[config.mk]
export PLATFORM = sky130hd
export DESIGN_NAME = rr_arbiter_flat
export DESIGN_NICKNAME = d
export VERILOG_FILES = /design/src/rtl/rr_arbiter_if.sv /design/src/rtl/rr_arbiter.sv /design/src/flat_wrapper.sv
export SDC_FILE = /design/constraint.sdc
export NUM_CORES = 1
export LEC_CHECK = 0
export CORE_MARGIN = 2
export CORE_UTILIZATION = 45
export CTS_CLUSTER_SIZE = 12
export DETAILED_ROUTE_END_ITERATION = 7
export PLACE_DENSITY = 0.7
export SLEW_MARGIN = 5
export SYNTH_ARGS = -nofsm -noshare
export SYNTH_HDL_FRONTEND = slang
export SYNTH_SLANG_ARGS = --single-unit
[constraint.sdc]
create_clock -name clk -period 5.66 [get_ports clk]
set_input_delay 0.849 -clock clk [delete_from_list [all_inputs] [get_ports clk]]
set_output_delay 0.849 -clock clk [all_outputs]
set_load 0.02 [all_outputs]
[src/rtl/rr_arbiter_if.sv]
// Request/grant bundle between requesting engines and the round-robin arbiter.
//   master : requester side, drives req/done, observes the grant outputs
//   slave  : arbiter side, observes req/done, drives the grant outputs
// Signals:
//   req       [N-1:0] request vector, bit i = requester i wants the resource
//   done              release strobe from the current owner
//   gnt       [N-1:0] one-hot grant
//   gnt_id    [W-1:0] binary index of the current owner
//   gnt_valid         a grant is held
//   busy              arbiter is in GRANT or RELEASE
//   timeout           one-cycle pulse on a forced release
interface rr_arbiter_if #(
    parameter int unsigned N = 8,
    parameter int unsigned W = 3
);
    logic [N-1:0] req;
    logic         done;
    logic [N-1:0] gnt;
    logic [W-1:0] gnt_id;
    logic         gnt_valid;
    logic         busy;
    logic         timeout;

    modport master (
        output req, done,
        input  gnt, gnt_id, gnt_valid, busy, timeout
    );

    modport slave (
        input  req, done,
        output gnt, gnt_id, gnt_valid, busy, timeout
    );
endinterface

[src/rtl/rr_arbiter.sv]
// Round-robin arbiter sharing one downstream resource among N requesters.
// The grant is held until the owner strobes done or drops its request, then
// one RELEASE bubble and one IDLE decision cycle separate consecutive grants.
// The previous owner gets the lowest priority in the next search.
// Ports:
//   clk  system clock, rising edge
//   rst  synchronous active-high reset
//   bus  rr_arbiter_if.slave (req, done in; gnt, gnt_id, gnt_valid, busy,
//        timeout out; all outputs registered)
// Optional: define ARB_TIMEOUT_EN to force-release a grant held for MAX_HOLD
// GRANT cycles and pulse timeout; otherwise timeout is tied 0.
module rr_arbiter #(
    parameter int unsigned N        = 8,
    parameter int unsigned W        = 3,
    parameter int unsigned MAX_HOLD = 16
) (
    input logic          clk,
    input logic          rst,
    rr_arbiter_if.slave  bus
);

    typedef enum logic [1:0] {
        IDLE    = 2'd0,
        GRANT   = 2'd1,
        RELEASE = 2'd2
    } state_e;

    state_e       state_q, state_d;
    logic [N-1:0] gnt_q, gnt_d;
    logic [W-1:0] gnt_id_q, gnt_id_d;
    logic [W-1:0] last_id_q, last_id_d;
    logic         gnt_valid_q, gnt_valid_d;
    logic         busy_q, busy_d;

    logic [N-1:0] rot_c;
    logic [W-1:0] hi_c;
    logic [W-1:0] win_id_c;
    logic         norm_rel_c;
    logic         force_rel_c;

    // (base + 1 + off) mod N, with base < N and off < N
    function automatic logic [W-1:0] wrap_add(input logic [W-1:0] base,
                                              input int unsigned off);
        int unsigned s;
        s = 32'(base) + 32'd1 + off;
        if (s >= N) begin
            s = s - N;
        end
        return W'(s);
    endfunction

    // Rotate so the first index in search order (last_id+1) lands on the MSB
    always_comb begin
        rot_c = '0;
        for (int unsigned k = 0; k < N; k++) begin
            rot_c[N-1-k] = bus.req[wrap_add(last_id_q, k)];
        end
    end

    // Highest-index-wins encoder, then map the rotated position back
    always_comb begin
        hi_c = '0;
        for (int unsigned k = 0; k < N; k++) begin
            if (rot_c[k]) begin
                hi_c = W'(k);
            end
        end
        win_id_c = wrap_add(last_id_q, N - 32'd1 - 32'(hi_c));
    end

    assign norm_rel_c = (state_q == GRANT) && (bus.done || !bus.req[gnt_id_q]);

`ifdef ARB_TIMEOUT_EN
    localparam int unsigned HOLD_W = $clog2(MAX_HOLD + 1);

    logic [HOLD_W-1:0] hold_q, hold_d;
    logic              timeout_q, timeout_d;

    // Hold counter: cleared outside GRANT, forces release on reaching MAX_HOLD
    always_comb begin
        hold_d      = '0;
        timeout_d   = 1'b0;
        force_rel_c = 1'b0;
        if (state_q == GRANT && !norm_rel_c) begin
            if (hold_q == HOLD_W'(MAX_HOLD - 1)) begin
                force_rel_c = 1'b1;
                timeout_d   = 1'b1;
            end else begin
                hold_d = hold_q + HOLD_W'(1);
            end
        end
    end

    always_ff @(posedge clk) begin
        if (rst) begin
            hold_q    <= '0;
            timeout_q <= 1'b0;
        end else begin
            hold_q    <= hold_d;
            timeout_q <= timeout_d;
        end
    end

    assign bus.timeout = timeout_q;
`else
    // MAX_HOLD only sizes the hold counter, which is not built here
    logic unused_max_hold;
    assign unused_max_hold = (MAX_HOLD == 0);
    assign force_rel_c     = 1'b0;
    assign bus.timeout     = 1'b0;
`endif

    // Next-state and registered-output logic
    always_comb begin
        state_d     = state_q;
        gnt_d       = gnt_q;
        gnt_id_d    = gnt_id_q;
        gnt_valid_d = gnt_valid_q;
        last_id_d   = last_id_q;
        case (state_q)
            IDLE: begin
                if (|bus.req) begin
                    state_d     = GRANT;
                    gnt_d       = N'(1) << win_id_c;
                    gnt_id_d    = win_id_c;
                    gnt_valid_d = 1'b1;
                end
            end
            GRANT: begin
                if (norm_rel_c || force_rel_c) begin
                    state_d     = RELEASE;
                    gnt_d       = '0;
                    gnt_id_d    = '0;
                    gnt_valid_d = 1'b0;
                    last_id_d   = gnt_id_q;
                end
            end
            RELEASE: begin
                state_d = IDLE;
            end
            default: begin
                state_d     = IDLE;
                gnt_d       = '0;
                gnt_id_d    = '0;
                gnt_valid_d = 1'b0;
            end
        endcase
        busy_d = (state_d != IDLE);
    end

    always_ff @(posedge clk) begin
        if (rst) begin
            state_q     <= IDLE;
            gnt_q       <= '0;
            gnt_id_q    <= '0;
            gnt_valid_q <= 1'b0;
            busy_q      <= 1'b0;
            last_id_q   <= W'(N - 1);
        end else begin
            state_q     <= state_d;
            gnt_q       <= gnt_d;
            gnt_id_q    <= gnt_id_d;
            gnt_valid_q <= gnt_valid_d;
            busy_q      <= busy_d;
            last_id_q   <= last_id_d;
        end
    end

    assign bus.gnt       = gnt_q;
    assign bus.gnt_id    = gnt_id_q;
    assign bus.gnt_valid = gnt_valid_q;
    assign bus.busy      = busy_q;

endmodule

[src/flat_wrapper.sv]
// flat-port wrapper written by rule: the top's interface ports become plain ports
module rr_arbiter_flat 
#(
    parameter int unsigned N        = 8,
    parameter int unsigned W        = 3,
    parameter int unsigned MAX_HOLD = 16
)
  (clk, rst, bus_req, bus_done, bus_gnt, bus_gnt_id, bus_gnt_valid, bus_busy, bus_timeout);
  rr_arbiter_if #(.N(N), .W(W)) bus_i ();
  input logic clk;
  input logic rst;
  input wire logic [$bits(bus_i.req)-1:0] bus_req;
  input wire logic [$bits(bus_i.done)-1:0] bus_done;
  output wire logic [$bits(bus_i.gnt)-1:0] bus_gnt;
  output wire logic [$bits(bus_i.gnt_id)-1:0] bus_gnt_id;
  output wire logic [$bits(bus_i.gnt_valid)-1:0] bus_gnt_valid;
  output wire logic [$bits(bus_i.busy)-1:0] bus_busy;
  output wire logic [$bits(bus_i.timeout)-1:0] bus_timeout;
  assign bus_i.req = bus_req;
  assign bus_i.done = bus_done;
  assign bus_gnt = bus_i.gnt;
  assign bus_gnt_id = bus_i.gnt_id;
  assign bus_gnt_valid = bus_i.gnt_valid;
  assign bus_busy = bus_i.busy;
  assign bus_timeout = bus_i.timeout;
  rr_arbiter #(.N(N), .W(W), .MAX_HOLD(MAX_HOLD)) u_core (.clk(clk), .rst(rst), .bus(bus_i));
endmodule
==> results.cfg <==
[logic_synthesis]
syn_avg_cell_area_sq_um = 9.61
async_flop_share = 0
synth_edf_count = 0
ys_warn_count = 0
ys_seq_area_frac = 0.252
synth_fp_nets = 164
ys_ff_latch = 18
synth.distinct_cells = 54
netlist_area_sq_um = 1430
ys.flop_type = dfxtp_1
syn_inst = 149

[sta]
min_period_ns = 4.50
max_slew_margin = 0.427
grt_setup_unrepaired = no
max_clock_freq_mhz = 222
final-setup-viol-count = 0
finalMaxSlewViolations = 0
finalSetupTns_ns = 0
timing.hold.ws_ns = 0.453
tightest_slew_ns = 0.859
hold_viol_final = 0
clock_skew_ns = 0.0103
post-route-period-util = 0.795

[placement]
dp_hpwl_mm = 2.56
dpl.cell_count = 211
gp_congestion = 0.784
numPortBuffers = 23

[grt]
grt_use_total = 0.199
grt_pass1_vias = 1233
grt_pass1_wl_mm = 5.51
antenna_found_initial = 0
grt_max_degree = 21
overflow = 0

[setup_path]
cp_cell_sequence = inv_1 -> ha_1 -> mux2_4 -> nor3_1 -> o22ai_1 -> a22o_1 -> nor2_1 -> o21ai_0 -> fa_1 -> inv_1 -> o311ai_0 -> a221oi_1 -> a211oi_2 -> o41a_4 -> a32o_1
timing.rr.start = u_core.last_id_q[0]
crit_top_cell = inv_1
cp_slowest_stage_delay_ns = 0.89
critPathMaxFanout = 20
endpoint_kind = flop
cp.required_ns = 5.85
crit_path_top_delay_cell = ha_1
cp-startpoint = u_core.last_id_q[0]
crit_type = flop to flop
crit_arrival_ns = 4.69
startpoint_type = flop

[die]
core_sq_um = 3050
fp-row-count = 20
design.die.area_sq_um = 3650
initial_core_util = 0.469
pin_count = 25
dieWidth_um = 60.4
die_h_um = 60.4

[cts]
cts_made_buffers = 3
hold_buffers = 0
cts_num_sinks = 18
root_buffer = clkbuf_4
clk_latency_ns = 0.29
cts_tree = done
cts-resized-gates = 0
path_clk_slew_ns = 0.10
cts_setup_buffers = 0
htree_levels = 1
cts_buffer_depth = 2

[finish]
drive_gt1_frac = 0.165
mostFrequentLayoutCells = clkdlybuf4s50_1 (23), nor2_1 (20), dfxtp_1 (18)
final_cells = 214
nNetsFinal = 187
antenna_cells = 0
area_growth_pct = 17.9
layout_commonest_cell = clkdlybuf4s50_1

[pwr]
power.share.switching = 0.465
p_comb_frac = 0.723
powerDensity_nw_per_um2 = 542
internal_power_uw = 490
leakage_uw = 0.000625
p_sw_uw = 425
power_uw = 915
p_seq_frac = 0.212
ir_drop_v = 0.000260
p_clk_frac = 0.065

[routing]
detail-route-antenna-nets = 0
drt_wl_total_mm = 3.27
drc_errors = 0
via_per_inst = 5.94
dr.pass1.iters = 4
first_iter_violations = 38
vias = 1272
wl_per_cell_um = 15.3

[job]
drv_cap = 0

[min_path]
min_from = u_core.bus.gnt[0]
hold_class = flop to flop

[status]
status = finished, final reports clean
metrics by stage:
stage / utilization / setup WS (ns) / cell area [sq um]
final: 0.553 / 1.16 / 1690
after global routing: 0.553 / 0.831 / 1690
after CTS: 0.553 / 1.17 / 1690
after detailed placement: 0.546 / 1.17 / 1670
after global placement: 0.546 / 1.34 / 1670
after floorplan: - / 1.76 / 1430
power groups by stage:
stage / Combinational [uW] / Clock (uW) / Sequential [uW]
after floorplan: 482 / 0 / 228
after global placement: 640 / 0 / 196
after detailed placement: 662 / 0 / 198
after CTS: 663 / 62.3 / 195
after global routing: 722 / 68.0 / 200
final: 661 / 59.5 / 194
cells by family (layout without fill, tap and decap cells):
| logic type | Yosys count | after routing | synth area share |
|---|---|---|---|
| muxes | 20 | 20 | 0.198 |
| buffers and inverters | 14 | 35 | 0.0620 |
| xor gates and xnor gates | 5 | 5 | 0.0411 |
| AOI/OAI and AO/OA | 40 | 40 | 0.242 |
| and+or+nand+nor | 47 | 47 | 0.162 |
| DFF | 18 | 18 | 0.252 |
| adders and majority gates | 4 | 4 | 0.0402 |
| other | 1 | 1 | 0.00262 |
worst max-delay path, delay by kind of cell, from the launching register on:
| family | cells | cell delay [ns] |
|---|---|---|
| flops | 1 | 0.33 |
| mux | 1 | 0.38 |
| fa+ha+maj | 2 | 1.34 |
| simple gates | 2 | 0.52 |
| compound gates | 8 | 1.61 |
| buf+inv | 2 | 0.22 |
layout make-up:
class / instances / area, sq um
Fill cell: 305 / 1360
Multi-Input combinational cell: 117 / 983
Sequential cell: 18 / 360
Timing Repair Buffer: 24 / 238
Tap cell: 44 / 55.1
Inverter: 8 / 30.0
Clock buffer: 3 / 22.5
state kept, by name, indices dropped and copies added (netlist names):
signal,flops
u_core.bus.gnt,8
u_core.bus.gnt_id,3
u_core.last_id_q,3
u_core.state_q,2
u_core.bus.busy,1
u_core.bus.gnt_valid,1
cell usage after synthesis (2+ instances only):
| cell | number | area share |
|---|---|---|
| inv_1 | 8 | 0.021 |
| mux2i_1 | 7 | 0.049 |
| nor4b_1 | 4 | 0.024 |
| a311oi_2 | 2 | 0.021 |
| o22ai_1 | 2 | 0.0087 |
| o311ai_0 | 2 | 0.012 |
| buf_6 | 2 | 0.016 |
| a211oi_1 | 2 | 0.010 |
| xnor2_1 | 3 | 0.018 |
| mux4_2 | 5 | 0.079 |
| mux2_4 | 3 | 0.031 |
| o21ai_0 | 2 | 0.0070 |
| nor3_1 | 4 | 0.014 |
| a211o_1 | 2 | 0.012 |
| mux2_1 | 3 | 0.024 |
| mux2_2 | 2 | 0.016 |
| nand2_1 | 10 | 0.026 |
| a21oi_1 | 3 | 0.010 |
| a22oi_1 | 2 | 0.010 |
| a32o_1 | 2 | 0.014 |
| ha_1 | 3 | 0.026 |
| a22o_1 | 4 | 0.024 |
| o21ai_1 | 3 | 0.010 |
| dfxtp_1 | 18 | 0.25 |
| a221oi_1 | 2 | 0.012 |
| a311oi_1 | 2 | 0.012 |
| nor2_1 | 20 | 0.052 |
per-layer routing:
layer  vias to the layer above  part of all wire  global-route usage
li1                        613                 -                   -
met1                       619              0.46               0.256
met2                        34              0.49               0.337
met3                         6             0.037              0.0490
met4                         0             0.013              0.0528
met5                         -                 0                   0
worst paths after layout:
check	depth (start not counted)	end	slack [ns]
max	15	u_core.bus.gnt[4]	1.16
min	2	u_core.bus.gnt[0]	0.45
max reg2reg	15	u_core.bus.gnt[4]	1.16
min reg2reg	2	u_core.bus.gnt[0]	0.45
No activity file was read; power rests on OpenSTA's default activity.
